===== src/rtl/atmega_pio_rmw_pkg.sv =====
`default_nettype none
// ----------------------------------------------------------------------------
// atmega_pio_rmw_pkg - op codes, FSM encoding and defaults for the RMW arbiter
// Rev 1.0
// ----------------------------------------------------------------------------
package atmega_pio_rmw_pkg;

   localparam logic [2:0] OP_READ  = 3'd0;
   localparam logic [2:0] OP_WRITE = 3'd1;
   localparam logic [2:0] OP_SET   = 3'd2;
   localparam logic [2:0] OP_CLR   = 3'd3;
   localparam logic [2:0] OP_TEST  = 3'd4;
   localparam logic [2:0] OP_TGL   = 3'd5;

   localparam logic [1:0] ST_IDLE  = 2'd0;
   localparam logic [1:0] ST_RD    = 2'd1;
   localparam logic [1:0] ST_WR    = 2'd2;
   localparam logic [1:0] ST_RESP  = 2'd3;

   localparam int unsigned DEFAULT_BITOP_MAX_ADDR = 32'h1F;

   function automatic logic [7:0] bit_mask(input logic [2:0] idx);
      return 8'h01 << idx;
   endfunction

endpackage
`default_nettype wire


===== src/rtl/atmega_rr_arb2.sv =====
`default_nettype none
// ----------------------------------------------------------------------------
// atmega_rr_arb2 - two-way round-robin grant with a last-grant pointer
// Rev 1.0
// ----------------------------------------------------------------------------
module atmega_rr_arb2 #(
   parameter bit RR_RESET_LAST = 1'b1
) (
   input  logic       clk,
   input  logic       rst,
   input  logic       en,
   input  logic [1:0] req,
   output logic [1:0] gnt
);

   logic last;

   // On a tie the requester that was not granted last wins.
   always_comb begin
      gnt = 2'b00;
      if (en) begin
         if (req[0] && req[1]) gnt = last ? 2'b01 : 2'b10;
         else                  gnt = req;
      end
   end

   always_ff @(posedge clk or posedge rst) begin
      if (rst)       last <= RR_RESET_LAST;
      else if (|gnt) last <= gnt[1];
   end

endmodule
`default_nettype wire


===== src/rtl/atmega_pio_rmw_arbiter.sv =====
`default_nettype none
// ----------------------------------------------------------------------------
// atmega_pio_rmw_arbiter - shares one PIO I/O port between CPU and debug/DMA,
// sequencing single accesses and RMW bit ops. Option: ATMEGA_PIO_RMW_TOGGLE_EN
// Rev 1.0
// ----------------------------------------------------------------------------
module atmega_pio_rmw_arbiter
   import atmega_pio_rmw_pkg::*;
#(
   parameter int          BUS_ADDR_DATA_LEN = 16,
   parameter int unsigned BITOP_MAX_ADDR    = DEFAULT_BITOP_MAX_ADDR,
   parameter bit          RR_RESET_LAST     = 1'b1
) (
   input  logic                         clk,
   input  logic                         rst,
   input  logic                         req0_valid,
   input  logic [2:0]                   req0_op,
   input  logic [5:0]                   req0_addr,
   input  logic [2:0]                   req0_bit,
   input  logic [7:0]                   req0_wdata,
   output logic                         req0_ready,
   output logic                         rsp0_valid,
   output logic [7:0]                   rsp0_rdata,
   output logic                         rsp0_flag,
   output logic                         rsp0_err,
   input  logic                         req1_valid,
   input  logic [2:0]                   req1_op,
   input  logic [5:0]                   req1_addr,
   input  logic [2:0]                   req1_bit,
   input  logic [7:0]                   req1_wdata,
   output logic                         req1_ready,
   output logic                         rsp1_valid,
   output logic [7:0]                   rsp1_rdata,
   output logic                         rsp1_flag,
   output logic                         rsp1_err,
   output logic [BUS_ADDR_DATA_LEN-1:0] io_addr,
   output logic                         io_rd,
   output logic                         io_wr,
   output logic [7:0]                   io_dout,
   input  logic [7:0]                   io_din
);

   logic [1:0] state, state_nxt;
   logic [1:0] gnt;
   logic       sel, accept;
   logic [2:0] sel_op, sel_bit;
   logic [5:0] sel_addr;
   logic [7:0] sel_wdata;
   logic [2:0] op_q, bit_q;
   logic [5:0] addr_q;
   logic [7:0] wdata_q, data_q, wr_value;
   logic       id_q;
   logic       rsp_go, rsp_id, rsp_flag, rsp_err;
   logic [7:0] rsp_data;

   function automatic logic op_legal(input logic [2:0] op, input logic [5:0] addr);
      logic in_range;
      in_range = (32'(addr) <= BITOP_MAX_ADDR);
      case (op)
         OP_READ, OP_WRITE:       op_legal = 1'b1;
         OP_SET, OP_CLR, OP_TEST: op_legal = in_range;
`ifdef ATMEGA_PIO_RMW_TOGGLE_EN
         OP_TGL:                  op_legal = in_range;
`endif
         default:                 op_legal = 1'b0;
      endcase
   endfunction

   atmega_rr_arb2 #(.RR_RESET_LAST(RR_RESET_LAST)) u_arb (
      .clk (clk),
      .rst (rst),
      .en  (state == ST_IDLE && !rst),
      .req ({req1_valid, req0_valid}),
      .gnt (gnt)
   );

   assign sel       = gnt[1];
   assign accept    = |gnt;
   assign sel_op    = sel ? req1_op    : req0_op;
   assign sel_addr  = sel ? req1_addr  : req0_addr;
   assign sel_bit   = sel ? req1_bit   : req0_bit;
   assign sel_wdata = sel ? req1_wdata : req0_wdata;

   always_ff @(posedge clk or posedge rst) begin
      if (rst) state <= ST_IDLE;
      else     state <= state_nxt;
   end

   always_comb begin
      state_nxt = state;
      case (state)
         ST_IDLE: begin
            if (accept) begin
               if (!op_legal(sel_op, sel_addr)) state_nxt = ST_RESP;
               else if (sel_op == OP_WRITE)     state_nxt = ST_WR;
               else                             state_nxt = ST_RD;
            end
         end
         ST_RD:   state_nxt = (op_q == OP_READ || op_q == OP_TEST) ? ST_RESP : ST_WR;
         ST_WR:   state_nxt = ST_RESP;
         ST_RESP: state_nxt = ST_IDLE;
         default: state_nxt = ST_IDLE;
      endcase
   end

   always_comb begin
      req0_ready = 1'b0;
      req1_ready = 1'b0;
      io_rd      = 1'b0;
      io_wr      = 1'b0;
      io_dout    = 8'h00;
      case (state)
         ST_IDLE: begin
            req0_ready = gnt[0];
            req1_ready = gnt[1];
         end
         ST_RD:   io_rd = 1'b1;
         ST_WR: begin
            io_wr   = 1'b1;
            io_dout = wr_value;
         end
         default: ;
      endcase
   end

   assign io_addr = {{(BUS_ADDR_DATA_LEN-6){1'b0}}, addr_q};

   always_comb begin
      case (op_q)
         OP_SET:  wr_value = data_q | bit_mask(bit_q);
         OP_CLR:  wr_value = data_q & ~bit_mask(bit_q);
`ifdef ATMEGA_PIO_RMW_TOGGLE_EN
         OP_TGL:  wr_value = data_q ^ bit_mask(bit_q);
`endif
         default: wr_value = wdata_q;
      endcase
   end

   always_ff @(posedge clk or posedge rst) begin
      if (rst) begin
         op_q    <= OP_READ;
         addr_q  <= 6'd0;
         bit_q   <= 3'd0;
         wdata_q <= 8'h00;
         id_q    <= 1'b0;
         data_q  <= 8'h00;
      end else begin
         if (state == ST_IDLE && accept) begin
            op_q    <= sel_op;
            addr_q  <= sel_addr;
            bit_q   <= sel_bit;
            wdata_q <= sel_wdata;
            id_q    <= sel;
         end
         if (state == ST_RD) data_q <= io_din;
      end
   end

   // Response contents are resolved one cycle early so the rsp outputs are flops.
   always_comb begin
      rsp_go   = (state_nxt == ST_RESP);
      rsp_id   = (state == ST_IDLE) ? sel : id_q;
      rsp_data = 8'h00;
      rsp_flag = 1'b0;
      rsp_err  = 1'b0;
      case (state)
         ST_IDLE: rsp_err  = 1'b1;
         ST_RD: begin
            rsp_data = io_din;
            rsp_flag = (op_q == OP_TEST) && io_din[bit_q];
         end
         ST_WR:   rsp_data = (op_q == OP_WRITE) ? 8'h00 : data_q;
         default: ;
      endcase
   end

   always_ff @(posedge clk or posedge rst) begin
      if (rst) begin
         rsp0_valid <= 1'b0; rsp0_rdata <= 8'h00; rsp0_flag <= 1'b0; rsp0_err <= 1'b0;
         rsp1_valid <= 1'b0; rsp1_rdata <= 8'h00; rsp1_flag <= 1'b0; rsp1_err <= 1'b0;
      end else begin
         rsp0_valid <= rsp_go && !rsp_id;
         rsp0_rdata <= (rsp_go && !rsp_id) ? rsp_data : 8'h00;
         rsp0_flag  <= rsp_go && !rsp_id && rsp_flag;
         rsp0_err   <= rsp_go && !rsp_id && rsp_err;
         rsp1_valid <= rsp_go && rsp_id;
         rsp1_rdata <= (rsp_go && rsp_id) ? rsp_data : 8'h00;
         rsp1_flag  <= rsp_go && rsp_id && rsp_flag;
         rsp1_err   <= rsp_go && rsp_id && rsp_err;
      end
   end

endmodule
`default_nettype wire


===== config.mk =====
export PLATFORM = sky130hd
export DESIGN_NAME = atmega_pio_rmw_arbiter
export DESIGN_NICKNAME = d
export VERILOG_FILES = /design/src/rtl/atmega_pio_rmw_pkg.sv /design/src/rtl/atmega_rr_arb2.sv /design/src/rtl/atmega_pio_rmw_arbiter.sv
export SDC_FILE = /design/constraint.sdc
export NUM_CORES = 1
export LEC_CHECK = 0
export ABC_AREA = 1
export BUFFER_PORTS_ARGS = -buffer_cell sky130_fd_sc_hd__buf_4
export CORE_MARGIN = 2
export CORE_UTILIZATION = 30
export CTS_CLUSTER_DIAMETER = 30
export CTS_CLUSTER_SIZE = 40
export DETAILED_ROUTE_END_ITERATION = 7
export GPL_TIMING_DRIVEN = 0
export PLACE_DENSITY = 0.52
export SETUP_SLACK_MARGIN = 0.3
export SYNTH_ARGS = -nofsm -noshare
export SYNTH_HDL_FRONTEND = slang
export SYNTH_SLANG_ARGS = --single-unit

===== constraint.sdc =====
create_clock -name clk -period 3.5 [get_ports clk]
set_input_delay 0.525 -clock clk [delete_from_list [all_inputs] [get_ports clk]]
set_output_delay 0.525 -clock clk [all_outputs]
set_load 0.01 [all_outputs]

Yosys cells after proc, flatten, opt, wreduce, memory -nomap -nowiden
Index checks and enable logic that the tools add are counted.

Flip-flop bits (word level): 54. Input bits: 52. Output and inout port bits: 50.

$lt $le $gt $ge: 2. Equal/unequal tests: 12. Shifts and indexed selects: 1. Muxes and demuxes: 30. Bitwise operators: 3. Reductions and logical operators: 19.

Operators by type and width (count): $mux W8 (5); $pmux W8 S2 (2); $eq A3 B2 Y1 const B (4); $mux W2 (6); $mux W1 (11); $logic_and A1 B1 Y1 (10); $and A8 B8 Y8 (1); $not A8 Y8 (1); $or A8 B8 Y8 (1); $pmux W2 S4 (1); $shl A1 B3 Y8 const A (1); $eq A2 B2 Y1 const B (3); $eq A3 B1 Y1 const B (2); $eq A3 B3 Y1 const B (2); $le A6 B5 Y1 const B (1); $logic_not A3 Y1 (2); $mux W3 (2); $mux W6 (1); $lt A3 B4 Y1 const B (1); $reduce_or A2 Y1 (2); $bmux W1 S3 (1); $reduce_or A3 Y1 (1); $eq A2 B1 Y1 const B (1); $logic_not A1 Y1 (2); other kinds (3) (3).

Logic depth before layout (Yosys ltp)
Gate-level depths: netlist of the first run.

Depth after elaboration: 15. Mapped depth: 14. Depth with buffers taken out: 13.

Modules after synthesis
Synthesis of the first run repeated with hierarchy kept, for this count alone.

Cell total of the unflattened synthesis: 352. Area, all modules: 2747.6 um^2.

Modules (own cells, without submodules): atmega_pio_rmw_arbiter (times used 1, cells each 340, area each 2678.8 um^2, sequential area each 1326.3 um^2); atmega_rr_arb2 (times used 1, cells each 12, area each 68.8 um^2, sequential area each 26.3 um^2).

Worst setup path before layout of the first run
No wires, ideal clock.

Kind: in2out. From: input rst. To: output req1_ready. Data arrival time: 2.467 ns. Required time: 2.975 ns. Setup slack: 0.508 ns. Cell stages on the path: 4. Path through: inv_1 -> nand4_4 -> clkinv_2 -> clkbuf_1.

Word-level cells in the longest chain between the ends: 4.

Ends and longest elaborated chain: start, declared (RTL line atmega_pio_rmw_arbiter.sv:15) `input logic rst,`; $logic_not A1 Y1 (no line); $logic_and A1 B1 Y1 (RTL line atmega_pio_rmw_arbiter.sv:72) `.en (state == ST_IDLE && !rst),`; $mux W2 (RTL line atmega_rr_arb2.sv:21) `if (en) begin`; $mux W1 (RTL line atmega_pio_rmw_arbiter.sv:112) `case (state)`; end, declared (RTL line atmega_pio_rmw_arbiter.sv:31) `output logic req1_ready,`.

No other way between the ends.

Worst setup path after layout of the first run
Same ends and word-level chain as after synthesis.

==> flow_summary_export.csv, run 1 <==
group,metric,value,unit
run_status,outcome,"completed",
yosys,synthArstFlopShare,1.00,
place,postPlaceCellArea,3610,µm²
yosys,synth_top_cells_by_count,"nand2_1, dfrtp_1, nor2_1, o21ai_0, inv_1",
clock_network,holdBufCountCts,0,
die,dieHeight,99.6,µm
yosys,synth_area,2740,µm²
drt,drt_iter0_markers,119,
die,num_rows,34,
final_layout,fillCellCount,901,
clock_network,clock-sinks,54,
clock_network,clockRootBuffer,"clkbuf_8",
timing,setup_viol,0,
drt,firstDrtPassIters,4,
power,ir_drop,0.204,mV
global_routing,first_global_vias,2461,
die,dieArea,9910,µm²
final_layout,stdcell_area,3730,µm²
timing,finalHoldViolations,0,
timing,fin_skew,0.0121,ns
timing,rsz0062_at_grt,"false",
global_routing,grt_max_degree,36,
hold_path,hp-class,"in -> async",
critical_path,endpoint_kind,"primary output",
timing,worst-slew-pin-transition,0.843,ns
clock_network,path_clk_slew,0.11,ns
place,pre_cts_ws,0.686,ns
timing,relSlewSlack,0.433,
yosys,synth_edf_count,0,
place,gp_congestion,0.806,
die,fp.dieW,99.6,µm
final_layout,syn2layout_area_growth,36.1,%
yosys,ys_ff_latch,54,
timing,finalWorstSetupSlack,0.747,ns
clock_network,h-tree-depth,2,
clock_network,cts_buffers,5,
yosys,ys_warn_count,0,
drt,via_count,2515,
yosys,syn_area_per_cell,8.01,µm²
drt,avgRoutedWirePerCell,12.5,µm
clock_network,tritoncts,"built",
place,dp_hpwl,5460,µm
power,power_density,727,nW/µm²
clock_network,post_cts_buffers,0,
final_layout,antennaDiodeCount,0,
clock_network,clk_latency,0.32,ns
yosys,yosysSeqAreaShare,0.494,
final_layout,nNetsFinal,506,
timing,fin_hold_ws,0.221,ns
global_routing,antenna_found_initial,0,
yosys,netlist_top_cells_area,"dfrtp_1, nand2_1, o21ai_0, nor2_1, inv_1",
final_layout,final_core_util,0.423,
die,coreArea,8810,µm²
clock_network,cts-resized-gates,0,
global_routing,grt_pass1_wl,11800,µm
die,start_util,0.311,
clock_network,clockBufferDepth,2,
timing,fmax,0.363,GHz
timing,post-route-period-util,0.786,
critical_path,critical_path_class,"in -> out",
timing,drv_slew,0,
yosys,synth_top_cell_area_share,0.484,
yosys,synth_most_common_cell,"nand2_1",
yosys,synth_largest_area_cell,"dfrtp_1",
power,leakage,0.00194,µW
critical_path,worstPathRequired,2.97,ns
yosys,synth.distinct_cells,33,
die,ios,102,
critical_path,cp_max_fo,35,
global_routing,overflow,0,
place,dp.cells,551,
drt,vias_per_cell,4.50,
yosys,syn_inst,342,
drt,antenna_left,0,
timing,finalCriticalPeriod,2.75,ns
final_layout,drive_gt1_frac,0.288,
flow_run,cap_violations,0,
global_routing,grtUsageTotal,0.147,
drt,post-route-drc-count,0,
yosys,synth_ff_type,"dfrtp_1",
final_layout,final-instance-count-excl-fill,559,
drt,wl,6970,µm
critical_path,start_kind,"input pin",
place,port_buffers,91,
critical_path,cp.arrival,2.23,ns
-- power breakdown --
| group | switching, µW | total, µW | leakage, µW | internal [µW] |
|---|---|---|---|---|
| clock | 215 | 432 | 0.0000587 | 217 |
| combinational | 815 | 1320 | 0.00120 | 509 |
| sequential | 121 | 954 | 0.000682 | 833 |
| total | 1150 | 2710 | 0.00194 | 1560 |
-- cells by family after synthesis --
| group | count (synthesis) | synth area share |
|---|---|---|
| flip-flops | 54 | 0.494 |
| AO/OA/AOI/OAI | 69 | 0.142 |
| AND/OR/NAND/NOR | 153 | 0.238 |
| other | 1 | 0.00137 |
| buffers and inverters | 61 | 0.106 |
| adder cells (fa/ha/maj) | 4 | 0.0183 |
-- sequential cells by signal, indices dropped and copies added (netlist names), 2 cells and up --
| register | cells |
|---|---|
| addr_q | 6 |
| bit_q | 3 |
| data_q | 8 |
| op_q | 3 |
| rsp0_rdata | 8 |
| rsp1_rdata | 8 |
| state | 2 |
| wdata_q | 8 |
-- layer usage --
layer	vias up	part of all wire	global-route usage
li1	1305	-	-
met1	1112	0.47	0.202
met2	93	0.45	0.233
met3	5	0.068	0.0330
met4	0	0.0098	0.0411
met5	-	0	0
-- final timing paths --
check,slack (ns),depth (start not counted),to,startpoint
min,0.22,2,rsp0_rdata[0],rst
min in group clk,0.44,3,data_q[3],io_din[3]
max,0.75,7,req1_ready,rst
max in group asynchronous,2.68,3,u_arb.last,rst
max reg2reg,1.36,14,rsp1_rdata[5],state[1]
min reg2reg,0.51,2,id_q,id_q
-- layout by cell type, fill, tap and decap left out, types with 2 or more instances in the layout --
cell type and instances:
a22oi_1 2, nand2_1 85, buf_6 2, a31oi_1 13
nor2_1 45, o21ai_0 37, inv_2 4, inv_1 32
nand3_2 2, o311ai_0 4, clkbuf_8 5, nand4_1 6
conb_1 10, clkbuf_1 7, dfrtp_1 53, a21oi_1 9
nand3_1 9, ha_1 4, nand2_2 2, buf_4 102
-- metrics by stage --
step,TNS [ns],power [µW]
finish,0,2710
global route,0,2980
CTS,0,2740
detailed placement,0,2300
global placement,-7.05,2280
floorplan,0,1810
-- area by class of cell --
| cell class | instances | area [µm²] | area share |
|---|---|---|---|
| inverter | 39 | 150 | 0.0403 |
| clock inverter | 3 | 47.5 | 0.0128 |
| buffer | 22 | 140 | 0.0376 |
| tap | 108 | 135 | 0.0362 |
| timing repair buffer | 92 | 703 | 0.189 |
| sequential | 54 | 1350 | 0.363 |
| multi-input combinational | 236 | 1130 | 0.303 |
| clock buffer | 5 | 68.8 | 0.0185 |
-- critical path, cell delays in order --
cell and delay [ns]:
buf_4 0.12, inv_2 0.32, buf_12 0.28, nand4_4 0.17, clkinv_2 0.18, clkbuf_1 0.41, buf_4 0.21
Power figures use the tool's default switching activity.
==> run 2: changes to the inputs <==
Settings changed: PLACE_DENSITY 0.52 to 0.54.
Clock period 3.5 ns to 2.4 ns, I/O delays scaled along.
==> flow_summary_export.csv, run 2 (same netlist as run 1, synthesis figures left out) <==
group,metric,value,unit
drt,antenna_left,0,
die,fp.dieW,99.6,µm
timing,rsz0062_at_grt,"false",
critical_path,critical_path_class,"reg -> out",
drt,vias_per_cell,4.62,
critical_path,worstPathRequired,2.04,ns
timing,setup_viol,0,
clock_network,clk_latency,0.31,ns
timing,fmax,0.495,GHz
clock_network,path_clk_slew,0.10,ns
critical_path,path_delay_family,"flip-flops",
clock_network,tritoncts,"built",
place,dp_hpwl,5450,µm
die,ios,102,
timing,fin_skew,0.00445,ns
final_layout,final_common_cell,"buf_4",
drt,wl,7740,µm
drt,drt_iter0_markers,116,
global_routing,grt_max_degree,28,
critical_path,critPathSlowestCell,"dfrtp_2",
timing,finalHoldViolations,0,
critical_path,cp.buffers_inverters,3,
die,coreArea,8810,µm²
clock_network,clockRootBuffer,"clkbuf_8",
drt,avgRoutedWirePerCell,13.3,µm
drt,post-route-drc-count,0,
power,leakage,0.00207,µW
place,postPlaceCellArea,3620,µm²
final_layout,syn2layout_area_growth,50.8,%
place,gp_congestion,0.834,
flow_run,cap_violations,0,
power,ir_drop,0.384,mV
clock_network,cts_buffers,5,
global_routing,overflow,0,
final_layout,antennaDiodeCount,0,
die,start_util,0.311,
clock_network,clock-sinks,54,
critical_path,start_kind,"flip-flop",
timing,finalWorstSetupSlack,0.381,ns
drt,firstDrtPassIters,4,
critical_path,endpoint_kind,"primary output",
clock_network,clockBufferDepth,2,
critical_path,critPathMaxStageDelay,0.47,ns
final_layout,drive_gt1_frac,0.411,
global_routing,antenna_found_initial,0,
die,dieArea,9910,µm²
global_routing,first_global_vias,2506,
clock_network,h-tree-depth,2,
critical_path,crit_chain,"buf_6, nor2_4, inv_2, o21ai_2, o311ai_1, a21oi_1, buf_4",
timing,post-route-period-util,0.841,
timing,worst-slew-pin-transition,0.904,ns
timing,drv_slew,0,
die,dieHeight,99.6,µm
final_layout,nNetsFinal,529,
die,num_rows,34,
timing,tns,0,ns
drt,via_count,2688,
place,port_buffers,91,
global_routing,grt_pass1_wl,12300,µm
timing,relSlewSlack,0.392,
power,power_density,1120,nW/µm²
clock_network,holdBufCountCts,0,
critical_path,cp.arrival,1.66,ns
global_routing,grtUsageTotal,0.153,
power,total_power,4620,µW
final_layout,stdcell_area,4130,µm²
hold_path,hp-class,"in -> async",
final_layout,final_cell_mix,"buf_4, nand2_1, dfrtp_1",
final_layout,final_core_util,0.469,
place,pre_cts_ws,-0.718,ns
run_status,outcome,"completed",
timing,finalCriticalPeriod,2.02,ns
critical_path,cp_max_fo,6,
[run 2: changes by cell type in the layout (fill, tap and decap cells not counted), moves of 4 or more]
| cell | change |
|---|---|
| nor2_1 | -16 |
| inv_2 | +4 |
| nand2_1 | -10 |
| o21ai_1 | +4 |
| buf_4 | +16 |
| nand2_2 | +9 |
| nor2_4 | +7 |
| o21ai_0 | -5 |
| buf_6 | +5 |
| inv_1 | -6 |
| nor2_2 | +9 |
[run 2: final timing paths]
kind | start | to | slack (ns) | cells after the start
max in group asynchronous | rst | bit_q[2] | 1.83 | 2
worst max-delay path | bit_q[0] | io_dout[0] | 0.38 | 7
worst min register to register | id_q | id_q | 0.49 | 2
worst min-delay path | rst | state[1] | 0.11 | 3
min in group clk | io_din[0] | data_q[0] | 0.28 | 3
worst max register to register | state[1] | rsp0_flag | 0.40 | 13
[run 2: metrics by stage]
stage	cells	hold slack (ns)
finish	582	0.115
global route	582	0.108
CTS	560	0.0800
detailed placement	550	0.470
global placement	550	0.474
floorplan	351	0.442
[run 2: cell type report]
class / instances / area [µm²]
buffer: 22 / 166
clock buffer: 6 / 82.6
clock inverter: 2 / 60.1
fill: 886 / 4670
inverter: 39 / 163
multi-input combinational: 236 / 1280
sequential: 54 / 1360
tap: 108 / 135
timing repair buffer: 113 / 876
timing repair inverter: 2 / 12.5
[run 2: timing repair]
action                                  in CTS  in global routing
pin swaps                                    1                 20
gates cloned                                 2                  2
gates resized for setup                      8                 67
setup buffers                                0                 20
endpoints found under the setup margin      55                 35
[run 2: tightest hold or removal path, stage by stage]
cell	delay, ns
buf_4	0.16
clkinvlp_4	0.12
buf_4	0.11
[run 2: per-layer routing]
| metal | vias up | GRT usage | part of all wire |
|---|---|---|---|
| li1 | 1355 | - | - |
| met1 | 1229 | 0.218 | 0.45 |
| met2 | 94 | 0.241 | 0.48 |
| met3 | 10 | 0.0232 | 0.050 |
| met4 | 0 | 0.0453 | 0.013 |
| met5 | - | 0 | 0 |
[run 2: where the power goes]
group	switching, µW	internal, µW	total, µW	leakage (µW)
registers	195	1220	1410	0.000681
logic	1430	1030	2460	0.00132
clock network	305	445	750	0.0000714
==> run 3: changes to the inputs <==
Settings changed: ABC_AREA 1 to 0, PLACE_DENSITY 0.54 to 0.53.
Clock period 2.4 ns to 1.85 ns, I/O delays scaled along.
==> flow_summary_export.csv, run 3 <==
group,metric,value,unit
run_status,outcome,"complete, but fails checks",
run_status,violations,"setup timing",
power,p_sw,3470,µW
timing,rsz0062_at_grt,"true",
final_layout,antennaDiodeCount,0,
hold_path,hp-class,"in -> reg",
power,combPwrFrac,0.659,
hold_path,min_from,"io_din[5]",
drt,drt_iter0_markers,87,
critical_path,critPathMaxStageDelay,0.49,ns
timing,finalCriticalPeriod,1.95,ns
die,coreArea,9730,µm²
timing,setup_viol,31,
global_routing,antenna_found_initial,0,
power,netSwitchingFraction,0.427,
final_layout,layout.area.seq,1360,µm²
timing,post-route-period-util,1.05,
critical_path,cp.buffers_inverters,2,
yosys,ys_ff_latch,54,
global_routing,first_global_vias,2815,
die,dieArea,10800,µm²
timing,drv_slew,0,
critical_path,cp_max_fo,4,
clock_network,path_clk_slew,0.10,ns
critical_path,worstSetupStartpoint,"bit_q[2]",
die,num_rows,36,
clock_network,tritoncts,"built",
timing,fmax,0.514,GHz
yosys,synth_top_cells_by_count,"nand2_1, dfrtp_1, nor2_1, a31oi_1",
critical_path,worstPathRequired,1.57,ns
power,power_density,1660,nW/µm²
timing,relSlewSlack,0.210,
global_routing,overflow,0,
final_layout,final-instance-count-excl-fill,591,
clock_network,cts_buffers,5,
die,dieHeight,104,µm
yosys,synth_top_cell_area_share,0.443,
final_layout,drive_gt1_frac,0.566,
critical_path,endpoint_kind,"primary output",
timing,finalHoldViolations,0,
critical_path,critical_path_class,"reg -> out",
yosys,synth_largest_area_cell,"dfrtp_1",
final_layout,stdcell_area,4890,µm²
die,ios,102,
global_routing,grt_max_degree,55,
critical_path,critPathSlowestCell,"dfrtp_2",
final_layout,nNetsFinal,513,
drt,avgRoutedWirePerCell,15.4,µm
clock_network,h-tree-depth,2,
power,leakage,0.00221,µW
timing,fin_skew,0.00779,ns
place,postPlaceCellArea,3940,µm²
yosys,synth_area,2990,µm²
final_layout,fillCellCount,920,
yosys,yosysSeqAreaShare,0.452,
yosys,synth_ff_type,"dfrtp_1",
critical_path,path_delay_family,"flip-flops",
place,dp.cells,540,
final_layout,multi_input_area,1740,µm²
power,total_power,8120,µW
drt,vias_per_cell,4.73,
die,fp.dieW,104,µm
yosys,syn_inst,307,
power,p_seq_frac,0.241,
yosys,netlist_top_cells_area,"dfrtp_1, nand2_1, a31oi_1, mux2_2, nor4_2",
final_layout,final_common_cell,"buf_4",
critical_path,start_kind,"flip-flop",
yosys,synth_most_common_cell,"nand2_1",
drt,via_count,2797,
place,port_buffers,91,
power,ir_drop,0.708,mV
place,dp_hpwl,6170,µm
clock_network,clockBufferDepth,2,
clock_network,holdBufCountCts,0,
critical_path,r2r_slack,-0.08,ns
yosys,ys_warn_count,0,
final_layout,syn2layout_area_growth,63.3,%
flow_run,cap_violations,0,
drt,antenna_left,0,
clock_network,clock-sinks,54,
final_layout,final_cell_mix,"buf_4, nand2_1, dfrtp_1",
drt,firstDrtPassIters,4,
global_routing,grt_pass1_wl,14500,µm
timing,worst-slew-pin-transition,1.18,ns
critical_path,cp.arrival,1.67,ns
drt,wl,9080,µm
die,start_util,0.308,
critical_path,r2r_start,"state[0]",
place,gp_congestion,0.723,
power,clockPowerShare,0.101,
yosys,synthArstFlopShare,1.00,
yosys,synth.distinct_cells,50,
clock_network,clk_latency,0.31,ns
yosys,syn_area_per_cell,9.75,µm²
timing,finalWorstSetupSlack,-0.0972,ns
clock_network,clockRootBuffer,"clkbuf_8",
critical_path,crit_chain,"buf_6, nor3_4, nand2_1, o211ai_1, a21boi_4, buf_4",
final_layout,final_core_util,0.502,
yosys,synth_edf_count,0,
power,internal_power,4650,µW
drt,post-route-drc-count,0,
global_routing,grtUsageTotal,0.167,
## run 3: layout make-up
cell class / instances / area share
plain buffers: 33 / 0.0843
clock buffers: 5 / 0.0141
clock inverters: 3 / 0.00896
inverters: 10 / 0.00999
multi-input cells: 220 / 0.355
flip-flops and latches: 54 / 0.278
well taps: 133 / 0.0341
repair buffers: 133 / 0.215
## run 3: cells by family (layout without fill, tap and decap cells)
kind of cell | count (synthesis) | in the layout | share of synthesized area
flip-flops | 54 | 54 | 0.452
AND/OR/NAND/NOR | 129 | 130 | 0.244
buffers and inverters | 43 | 184 | 0.0836
multiplexers | 12 | 12 | 0.0443
other | 1 | 10 | 0.00125
adder cells (fa/ha/maj) | 4 | 4 | 0.0167
AO/OA/AOI/OAI | 64 | 64 | 0.158
## run 3: through the flow
step	hold WS [ns]	worst slack [ns]	TNS (ns)
2_1_floorplan	0.345	0.0351	0
3_5_place_dp	0.509	-0.199	-3.30
3_3_place_gp	0.496	-0.204	-2.73
5_1_grt	0.214	-0.180	-5.03
6_report	0.211	-0.0972	-1.74
4_1_cts	0.214	-0.0855	-1.59
## run 3: final timing paths
kind / to / depth (start not counted)
max reg2reg: rsp1_rdata[1] / 9
min in group asynchronous: wdata_q[2] / 2
min reg2reg: u_arb.last / 2
min: data_q[5] / 2
max: io_dout[0] / 6
max in group asynchronous: op_q[1] / 2
## run 3: timing repair
item / 4_1_cts / 5_1_grt
gates cloned: 2 / 1
buffers inserted: 30 / 10
pin swaps: 13 / 23
endpoints found under the setup margin: 64 / 56
resized for setup: 86 / 33
## run 3: power groups by stage
stage / combinational [µW] / sequential, µW / clock [µW]
6_report: 5350 / 1950 / 818
5_1_grt: 5740 / 2000 / 871
4_1_cts: 4820 / 1940 / 825
3_5_place_dp: 3580 / 1930 / 0
3_3_place_gp: 3550 / 1930 / 0
2_1_floorplan: 2520 / 1900 / 0
## run 3: metal layers
layer,share of wire,track usage
met5,0,0
met4,0.0095,0.0415
met3,0.044,0.0320
met2,0.50,0.286
met1,0.44,0.218
## run 3: worst reg2reg max path, stage by stage, from the launching register on
cell and delay, ns:
dfrtp_1 0.41, inv_2 0.09, ha_4 0.15, nand3b_1 0.10, buf_4 0.16, o21a_1 0.19, o211ai_4 0.29, nand2_4 0.12
buf_8 0.17, nor3b_2 0.17
